==> config.mk <==
export PLATFORM = sky130hd
export DESIGN_NAME = switch_hit_detector
export DESIGN_NICKNAME = d
export VERILOG_FILES = /design/src/rtl/game_pkg.sv /design/src/rtl/switch_hit_detector_debouncer.sv /design/src/rtl/switch_hit_detector.sv
export SDC_FILE = /design/constraint.sdc
export NUM_CORES = 1
export LEC_CHECK = 0
export BUFFER_PORTS_ARGS = -buffer_cell sky130_fd_sc_hd__buf_2
export CAP_MARGIN = 10
export CORE_MARGIN = 8
export CORE_UTILIZATION = 65
export CTS_CLUSTER_DIAMETER = 80
export CTS_CLUSTER_SIZE = 10
export DETAILED_ROUTE_END_ITERATION = 8
export GPL_ROUTABILITY_DRIVEN = 0
export PLACE_DENSITY_LB_ADDON = 0.25
export RECOVER_POWER = 25
export REMOVE_ABC_BUFFERS = 1
export SYNTH_ARGS = -nofsm -noshare
export SYNTH_HDL_FRONTEND = slang
export SYNTH_SLANG_ARGS = --single-unit
export TNS_END_PERCENT = 50
==> constraint.sdc <==
create_clock -name clk -period 27.9 [get_ports clk]
set_input_delay 2.79 -clock clk [delete_from_list [all_inputs] [get_ports clk]]
set_output_delay 2.79 -clock clk [all_outputs]
set_load 0.02 [all_outputs]
==> src/rtl/game_pkg.sv <==
`default_nettype none
// ============================================================================
// Module      : game_pkg
// Description : Shared defaults and FSM state type for the whack-a-mole
//               switch input path.
// Revision    : 1.0 - initial release
// ============================================================================
package game_pkg;

  localparam int N_SW            = 18;
  localparam int POS_W           = 5;
  localparam int DEBOUNCE_CYCLES = 500000;
  localparam int CNT_W           = 19;

  // Event handshake state: no event outstanding, or one event waiting for ack
  typedef enum logic [0:0] {
    ST_IDLE    = 1'b0,
    ST_PENDING = 1'b1
  } fsm_state_t;

endpackage : game_pkg
`default_nettype wire

==> src/rtl/switch_hit_detector_debouncer.sv <==
`default_nettype none
// ============================================================================
// Module      : switch_debouncer
// Description : One switch bit: 2-FF synchroniser, stability counter,
//               debounced level and a one-cycle toggle strobe.
// Revision    : 1.0 - initial release
// ============================================================================
module switch_debouncer
  import game_pkg::*;
#(
  parameter int DEBOUNCE_CYCLES = game_pkg::DEBOUNCE_CYCLES,
  parameter int CNT_W           = game_pkg::CNT_W
) (
  input  logic clk,
  input  logic rst,
  input  logic i_sw,
  output logic o_stable,
  output logic o_toggle
);

  // Counter value after which one more mismatching cycle commits the new level
  localparam logic [CNT_W-1:0] c_CNT_LAST = CNT_W'(DEBOUNCE_CYCLES - 1);

  logic             r_sync1;
  logic             r_sync2;
  logic             r_stable;
  logic             r_toggle;
  logic [CNT_W-1:0] r_cnt;

  // Bring the asynchronous switch into the clock domain
  always_ff @(posedge clk or posedge rst) begin
    if (rst) begin
      r_sync1 <= 1'b0;
      r_sync2 <= 1'b0;
    end else begin
      r_sync1 <= i_sw;
      r_sync2 <= r_sync1;
    end
  end

  // Count consecutive cycles the synced level differs from the debounced one
  always_ff @(posedge clk or posedge rst) begin
    if (rst) begin
      r_cnt    <= '0;
      r_stable <= 1'b0;
      r_toggle <= 1'b0;
    end else if (r_sync2 == r_stable) begin
      r_cnt    <= '0;
      r_toggle <= 1'b0;
    end else if (r_cnt == c_CNT_LAST) begin
      r_cnt    <= '0;
      r_stable <= r_sync2;
      r_toggle <= 1'b1;
    end else begin
      r_cnt    <= r_cnt + 1'b1;
      r_toggle <= 1'b0;
    end
  end

  assign o_stable = r_stable;
  assign o_toggle = r_toggle;

endmodule : switch_debouncer
`default_nettype wire

==> src/rtl/switch_hit_detector.sv <==
`default_nettype none
// ============================================================================
// Module      : switch_hit_detector
// Description : Debounces the player switches, picks one toggle per cycle,
//               classifies it against the target LED and presents it to the
//               game controller through a valid/ack handshake.
// Revision    : 1.0 - initial release
// ============================================================================
module switch_hit_detector
  import game_pkg::*;
#(
  parameter int N_SW            = game_pkg::N_SW,
  parameter int POS_W           = game_pkg::POS_W,
  parameter int DEBOUNCE_CYCLES = game_pkg::DEBOUNCE_CYCLES,
  parameter int CNT_W           = game_pkg::CNT_W
) (
  input  logic             clk,
  input  logic             rst,
  input  logic [N_SW-1:0]  i_switches,
  input  logic [N_SW-1:0]  i_target_led,
  input  logic             i_enable,
  input  logic             i_event_ack,
  input  logic             i_clr_ovf,
  output logic             o_event_valid,
  output logic             o_event_hit,
  output logic [POS_W-1:0] o_event_pos,
  output logic [N_SW-1:0]  o_sw_stable,
  output logic             o_overflow
);

  // Arming waits out the full power-on debounce latency so that switches
  // already up at reset settle into sw_stable without producing events.
  localparam int              ARM_W      = CNT_W + 1;
  localparam logic [ARM_W-1:0] c_ARM_LAST = ARM_W'(DEBOUNCE_CYCLES + 2);

  logic [N_SW-1:0]  w_toggle;
  logic             w_any;
  logic             w_multi;
  logic             w_found;
  logic             w_hit;
  logic [POS_W-1:0] w_pos;
  logic             w_take;
  logic             w_load;
  logic             w_drop;
  logic             w_ovf_set;
  fsm_state_t       w_state_nxt;

  fsm_state_t       r_state;
  logic [ARM_W-1:0] r_arm_cnt;
  logic             r_armed;
  logic             r_valid;
  logic             r_hit;
  logic [POS_W-1:0] r_pos;
  logic             r_ovf;

  genvar gi;
  generate
    for (gi = 0; gi < N_SW; gi++) begin : g_debounce
      switch_debouncer #(
        .DEBOUNCE_CYCLES (DEBOUNCE_CYCLES),
        .CNT_W           (CNT_W)
      ) u_debounce (
        .clk      (clk),
        .rst      (rst),
        .i_sw     (i_switches[gi]),
        .o_stable (o_sw_stable[gi]),
        .o_toggle (w_toggle[gi])
      );
    end
  endgenerate

  // Lowest-index toggle wins; flag when more than one fired this cycle
  always_comb begin
    w_pos   = '0;
    w_hit   = 1'b0;
    w_found = 1'b0;
    w_multi = 1'b0;
    for (int i = 0; i < N_SW; i++) begin
      if (w_toggle[i]) begin
        if (w_found) begin
          w_multi = 1'b1;
        end else begin
          w_found = 1'b1;
          w_pos   = POS_W'(i);
          w_hit   = i_target_led[i];
        end
      end
    end
    w_any = w_found;
  end

  // Count cycles since reset release until the detector is armed
  always_ff @(posedge clk or posedge rst) begin
    if (rst) begin
      r_arm_cnt <= '0;
      r_armed   <= 1'b0;
    end else if (!r_armed) begin
      if (r_arm_cnt == c_ARM_LAST) begin
        r_armed <= 1'b1;
      end else begin
        r_arm_cnt <= r_arm_cnt + 1'b1;
      end
    end
  end

  // Handshake next-state: accept, replace on ack, or drop while unacked
  always_comb begin
    w_state_nxt = r_state;
    w_load      = 1'b0;
    w_drop      = 1'b0;
    w_take      = w_any & i_enable & r_armed;
    case (r_state)
      ST_IDLE: begin
        if (w_take) begin
          w_state_nxt = ST_PENDING;
          w_load      = 1'b1;
        end
      end
      ST_PENDING: begin
        if (i_event_ack) begin
          if (w_take) begin
            w_load = 1'b1;
          end else begin
            w_state_nxt = ST_IDLE;
          end
        end else if (w_take) begin
          w_drop = 1'b1;
        end
      end
      default: w_state_nxt = ST_IDLE;
    endcase
    w_ovf_set = w_drop | (w_load & w_multi);
  end

  // State register and event payload; payload only changes on a load
  always_ff @(posedge clk or posedge rst) begin
    if (rst) begin
      r_state <= ST_IDLE;
      r_valid <= 1'b0;
      r_hit   <= 1'b0;
      r_pos   <= '0;
    end else begin
      r_state <= w_state_nxt;
      r_valid <= (w_state_nxt == ST_PENDING);
      if (w_load) begin
        r_hit <= w_hit;
        r_pos <= w_pos;
      end
    end
  end

  // Sticky overflow; a new drop in the clearing cycle keeps it set
  always_ff @(posedge clk or posedge rst) begin
    if (rst) begin
      r_ovf <= 1'b0;
    end else if (w_ovf_set) begin
      r_ovf <= 1'b1;
    end else if (i_clr_ovf) begin
      r_ovf <= 1'b0;
    end
  end

  assign o_event_valid = r_valid;
  assign o_event_hit   = r_hit;
  assign o_event_pos   = r_pos;
  assign o_overflow    = r_ovf;

endmodule : switch_hit_detector
`default_nettype wire

==> run metrics, run 1 <==
status finished clean; H-tree depth 2; Post-CTS Hold Buffers 0; detailed-route vias per instance around 5.7; cell depth of the worst flop-to-flop path 6; cell row count 65; drt wl/cell 15.9 microns; setup TNS 0 ps; area occupied by multi-input gates just under 0.009 sq mm; synthesis-to-finish area growth 9.15%; CTS Sinks approximately 440; Synth area leaders dfrtp_1 54%, xor2_1 8.3%, nor2_1 8.0%; Layout Utilization 71.2%; Worst Setup Slack, final ~24,000 ps; LEAKAGE roughly 0.0099 uW; Slew headroom 27.0%; IO Count 67; pwr dens 56.1 mW/mm^2; routed wire length approximately 39 mm; first-pass GRT wire length 67.9 mm; FMAX 251 MHz; ys async rst share 100%; Clock transition at path regs 50 ps; highest net fanout along the worst path 2; hold depth 0; Final #Nets around 2.1k; initial antenna violation count 0; final antenna-violating net count 0; IO buf count 66; Final Power 1250 uW; CP Data Arrival Time 4400 ps; via count approximately 14k; initial core utilization around two thirds; Die ar. roughly 0.037 sq mm; CP Capture Type flop; Slew Limit Fails 0; grt ovf 0; Critical Path RT 28,310 ps; # DRC 0; Synth Instances ~2k; FF+latch count, synth roughly 440; DRT iter0 DRCs about 1.0k; 1st-pass router iterations 7; Die H ~190 microns; post-synthesis cell area 0.0204 sq mm; library cells used by synthesis 57; CTS Buffer Depth 3; HP Class flop to flop; CTS root buf clkbuf_16; Post-synth EDFFs 0; post-synth top area share about 54%; pin count of the biggest net entering global routing around 180; Place WS approximately 23,000 ps; DP HPWL between 20 and 30 mm; Core Region around 0.031 sq mm; crit path kind primary input to flop; Worst IR Drop VDD ~0.047 mV; vias in the first global route between 10k and 15k; post-CTS sizing 0; endpoints failing setup 0; Final Skew approximately 25 ps; Slew @ Worst Pin 1100 ps; Hold Vio Cnt, Final 0; Yosys top cell by area dfrtp_1; Mean Syn Cell Area between 10 and 15 sq um; CP Launch Type primary input; period utilization between 10 and 15%; register area share after synthesis a little over half; Filler cells about 2.3k; clk_lat worst skew between 500 and 600 ps; GR Util All Layers about 22%; sequential cell area 0.0111 sq mm; min Tclk post-route between 3000 and 4000 ps; setup bufs post-CTS 0; # Max-Cap Violations 0; share of layout cells above drive strength 1 7.73%; dominant synthesized flop cell dfrtp_1; RSZ-0062 raised after global routing false; CTS tree yes; Die X 193 microns; clock buffer count from CTS 50; YS warnings 0
[cell families after synthesis]
group           after synthesis  share of synthesized area (%)
compound gates               67                           2.24
buf+inv                     107                           2.38
flops                       443                           54.4
fa+ha+maj                    21                           1.28
simple gates               1014                           24.1
mux                          22                           1.24
xor+xnor                    335                           14.4
[Yosys cell counts (3+ instances only)]
cell       count
dfrtp_1      443
nor2_1       433
xor2_1       193
xnor2_1      142
nand3_1      134
nand2_1      126
nand4_1       73
and3_1        52
inv_1         45
nor3_1        39
nor4_1        38
clkbuf_1      36
and4_1        29
or2_2         21
ha_1          20
buf_4         18
mux2_2        18
o21ai_0       17
a21oi_1       15
nand4b_1      11
or3_1         11
and2_1         8
nor2b_1        8
nor4b_1        8
buf_1          6
a211oi_1       5
o31ai_1        5
or4_1          5
nand2b_1       4
nor3b_1        4
a2bb2oi_1      3
nor4bb_1       3
[stage by stage]
step                      hold slack (ps)  instance area, sq um  std cells
final                                 346                 22200       2474
after global routing                  350                 22200       2473
after CTS                             347                 22200       2473
after detailed placement              336                 20900       2419
after global placement                331                 20900       2419
after floorplan                       331                 20100       1947
[cell usage in the layout (no fill, tap or decap), types with 38 or more instances in the layout]
cell type,count
and3_1,52
buf_2,66
clkbuf_16,50
dfrtp_1,443
inv_1,44
nand2_1,126
nand3_1,134
nand4_1,73
nor2_1,433
nor3_1,39
nor4_1,38
xnor2_1,142
xor2_1,193
[metal layers]
layer / part of all wire [%] / up-vias / global-route usage (%)
met1: 45 / 6955 / 29.6
li1: - / 6857 / -
met3: 5.5 / 87 / 4.39
met5: 0 / - / 0
met4: 2.9 / 0 / 7.10
met2: 47 / 289 / 36.0
[critical path: stages]
cell,delay (ps)
buf_2,90
nor2b_1,340
o31ai_1,100
o32ai_1,280
nand2_1,180
a2bb2oi_1,480
o31ai_1,130
[cell type report]
type                            count  area share (%)
Antenna cell                        1          0.0113
Clock buffer                       50            5.63
Tap cell                          402            2.26
Timing Repair Buffer               70            1.68
Sequential cell                   443            49.8
Inverter                           45           0.793
Multi-Input combinational cell   1459            39.6
Clock inverter                      4           0.191
[registers in the layout (all words and copies together), names as in the netlist, 5 cells and up]
register                        flops
g_debounce.u_debounce.r_sync2      18
g_debounce.u_debounce.r_cnt       342
o_event_pos                         5
g_debounce.u_debounce.o_toggle     18
r_arm_cnt                          20
g_debounce.u_debounce.r_sync1      18
g_debounce.u_debounce.o_stable     18
[power breakdown]
part	total (uW)	switching [uW]	internal (uW)
clock	552	236	316
combinational	36.8	26.8	10.1
sequential	660	7.75	652
total	1250	271	978
[final timing paths]
check	startpoint	end	slack (ps)
max in group asynchronous	rst	g_debounce[0].u_debounce.r_cnt[10]	24020
hold / removal	g_debounce[4].u_debounce.r_sync1	g_debounce[4].u_debounce.r_sync2	350
setup / recovery	i_target_led[15]	o_event_hit	23910
setup reg to reg	g_debounce[0].u_debounce.o_toggle	o_event_pos[1]	25000
min in group asynchronous	rst	g_debounce[5].u_debounce.r_sync1	2400
hold reg to reg	g_debounce[4].u_debounce.r_sync1	g_debounce[4].u_debounce.r_sync2	350
No activity file was read; power rests on OpenSTA's default activity.
==> inputs of run 2 (changes only) <==
Settings changed: CORE_UTILIZATION 65 to 62.
Clock period 27.9 ns to 3.7 ns, I/O delays scaled along.
==> run 2 against run 1 <==
  * The flow now finishes with violations (max-capacitance violations, max-slew violations)
  * Critical path depth decreased by 3
  * Via count decreased by 0.56%
  * Die area up 4.4%
  * Final cell count up 2.7%
  * Worst hold slack got worse by 190 ps
  * Critical endpoint is now g_debounce[14].u_debounce.r_cnt[0]
  * Largest power group unchanged
==> run metrics, run 2 (synthesized netlist as in run 1, its figures left out) <==
grt ovf 0 (unchanged); period utilization between 70% and 80%; post-CTS sizing 0 (unchanged); Worst IR Drop VDD 0.533 mV (was 0.0474 mV); top flop regs g_debounce.u_debounce.r_cnt (342), r_arm_cnt (20) (unchanged); max reg flops 342 (unchanged); HP Class primary input to flop (was flop to flop); Post-CTS Hold Buffers 19 (was 0); min Tclk post-route ~2600 ps; RSZ-0062 raised after global routing false (unchanged); Hold Vio Cnt, Final 0 (unchanged); CP Capture Type async pin (was flop); Core Region 0.0325 sq mm (was 0.0312 sq mm); pin count of the biggest net entering global routing 116 (was 182); DRT iter0 DRCs 1,023 (was 1,046); CP Launch Type primary input (unchanged); drt wl/cell 15.3 microns (was 15.9 microns); setup TNS 0 ps (unchanged); area occupied by multi-input gates 0.00881 sq mm (unchanged); CP Data Arrival Time 3310 ps (was 4400 ps); IO buf count 66 (unchanged); failing checks max-capacitance violations, max-slew violations; final antenna-violating net count 0 (unchanged); CTS root buf clkbuf_16 (unchanged); via count 14.1k (was 14.2k); CTS Sinks 443 (unchanged); Slew headroom -65.6% (was 27.0%); Hold Worst Slack 153 ps (was 346 ps); Die X 197 microns (was 193 microns); Filler cells 2,394 (was 2,297); most frequent cells in the layout 443 x dfrtp_1, 433 x nor2_1, 193 x xor2_1 (unchanged); cell row count 66 (was 65); Clock transition at path regs 50 ps (about the same); crit path cell chain dlygate4sd3_1 -> clkbuf_1 -> clkinvlp_4 -> buf_4 (was buf_2 -> nor2b_1 -> o31ai_1 -> o32ai_1 -> nand2_1 -> a2bb2oi_1 -> o31ai_1); highest net fanout along the worst path 115 (was 2); Top reg by flops g_debounce.u_debounce.r_cnt (unchanged); synthesis-to-finish area growth 10.5% (was 9.15%); DP HPWL 26.0 mm (was 26.3 mm); Final Power 9450 uW (was 1250 uW); GR Util All Layers 20.6% (was 22.0%); Final Skew 17.2 ps (was 25.5 ps); initial core utilization 62.8% (was 65.2%); slowest CP cell clkinvlp_4 (was a2bb2oi_1); first-pass GRT wire length 67.4 mm (was 67.9 mm); Die H 197 microns (was 193 microns); Die ar. 0.0389 sq mm (was 0.0373 sq mm); Critical Path RT 4380 ps (was 28,310 ps); clock buffer count from CTS 50 (unchanged); CTS tree yes (unchanged); # Max-Cap Violations 1 (was 0); share of layout cells above drive strength 1 7.22% (was 7.73%); Slew Limit Fails 112 (was 0); detailed-route vias per instance 5.55 (was 5.73); crit path kind primary input to async pin (was primary input to flop); status complete, but fails checks (was finished clean); most common cell after layout, fill and taps aside dfrtp_1 (unchanged); LEAKAGE 0.00990 uW (was 0.00988 uW); vias in the first global route 14.3k (about the same); clk_lat worst skew 570 ps (about the same); CP max stage delay 1560 ps (was 480 ps); IO Count 67 (unchanged); H-tree depth 2 (unchanged); routed wire length 38.9 mm (was 39.4 mm); pwr dens 420 mW/mm^2 (was 56.1 mW/mm^2); 1st-pass router iterations 5 (was 7); initial antenna violation count 8 (was 0); CTS Buffer Depth 3 (unchanged); final std cells w/o fill 2,540 (was 2,474); FMAX approximately 380 MHz; Slew @ Worst Pin 2480 ps (was 1100 ps); placed cells 2,460 (was 2,419); Final #Nets 2,150 (was 2,130); sequential cell area 0.0111 sq mm (unchanged); endpoints failing setup 0 (unchanged); setup bufs post-CTS 0 (unchanged); # DRC 0 (unchanged)
## run 2: changes by cell type in the layout (fill, tap and decap cells not counted), sizes merged
cell / change
clkbuf: +22
buf: -21
dlygate4sd3: +19
diode: +6
clkinvlp: +1
inv: -1
## run 2: area by class of cell
| cell class | instances | share of cell area, % |
|---|---|---|
| clock inverter | 4 | 0.189 |
| antenna | 7 | 0.0778 |
| sequential | 443 | 49.2 |
| tap | 442 | 2.46 |
| inverter | 45 | 0.767 |
| multi-input combinational | 1459 | 39.1 |
| clock buffer | 50 | 5.56 |
| timing repair buffer | 90 | 2.58 |
## run 2: final timing paths
check / start / endpoint / slack, ps / cells past startpoint
worst max-delay path: rst / g_debounce[14].u_debounce.r_cnt[0] / 1080 / 4
worst min-delay path: i_clr_ovf / o_overflow / 150 / 4
worst max register to register: g_debounce[0].u_debounce.o_toggle / o_event_pos[1] / 1160 / 5
worst min register to register: g_debounce[7].u_debounce.r_sync1 / g_debounce[7].u_debounce.r_sync2 / 340 / 0
max in group clk: g_debounce[0].u_debounce.o_toggle / o_event_pos[1] / 1160 / 5
min in group asynchronous: rst / g_debounce[9].u_debounce.r_cnt[11] / 1150 / 3
## run 2: critical path: cells and delay by family
kind / cells / cell delay [ps]
buffers and inverters: 4 / 2870
## run 2: power by group
group	switching [uW]	internal [uW]	total (uW)
Clock	1790	2380	4170
Sequential	58.6	4920	4980
Combinational	209	97.8	307
Total	2060	7390	9450
## run 2: stage by stage
stage               area [sq um]  utilization (%)  worst slack (ps)
global placement           21000             64.8              1210
CTS                        22500             69.4              1160
detailed placement         21000             64.8              1180
finish                     22500             69.4              1080
global route               22500             69.4               554
floorplan                  20100                -             -9010
## run 2: routing by layer
layer | vias up | GRT usage (%) | wire length (microns)
met5 | - | 0 | 26
li1 | 6899 | - | -
met3 | 91 | 3.82 | 1780
met4 | 4 | 8.22 | 1240
met1 | 6852 | 27.1 | 17300
met2 | 262 | 33.5 | 18600
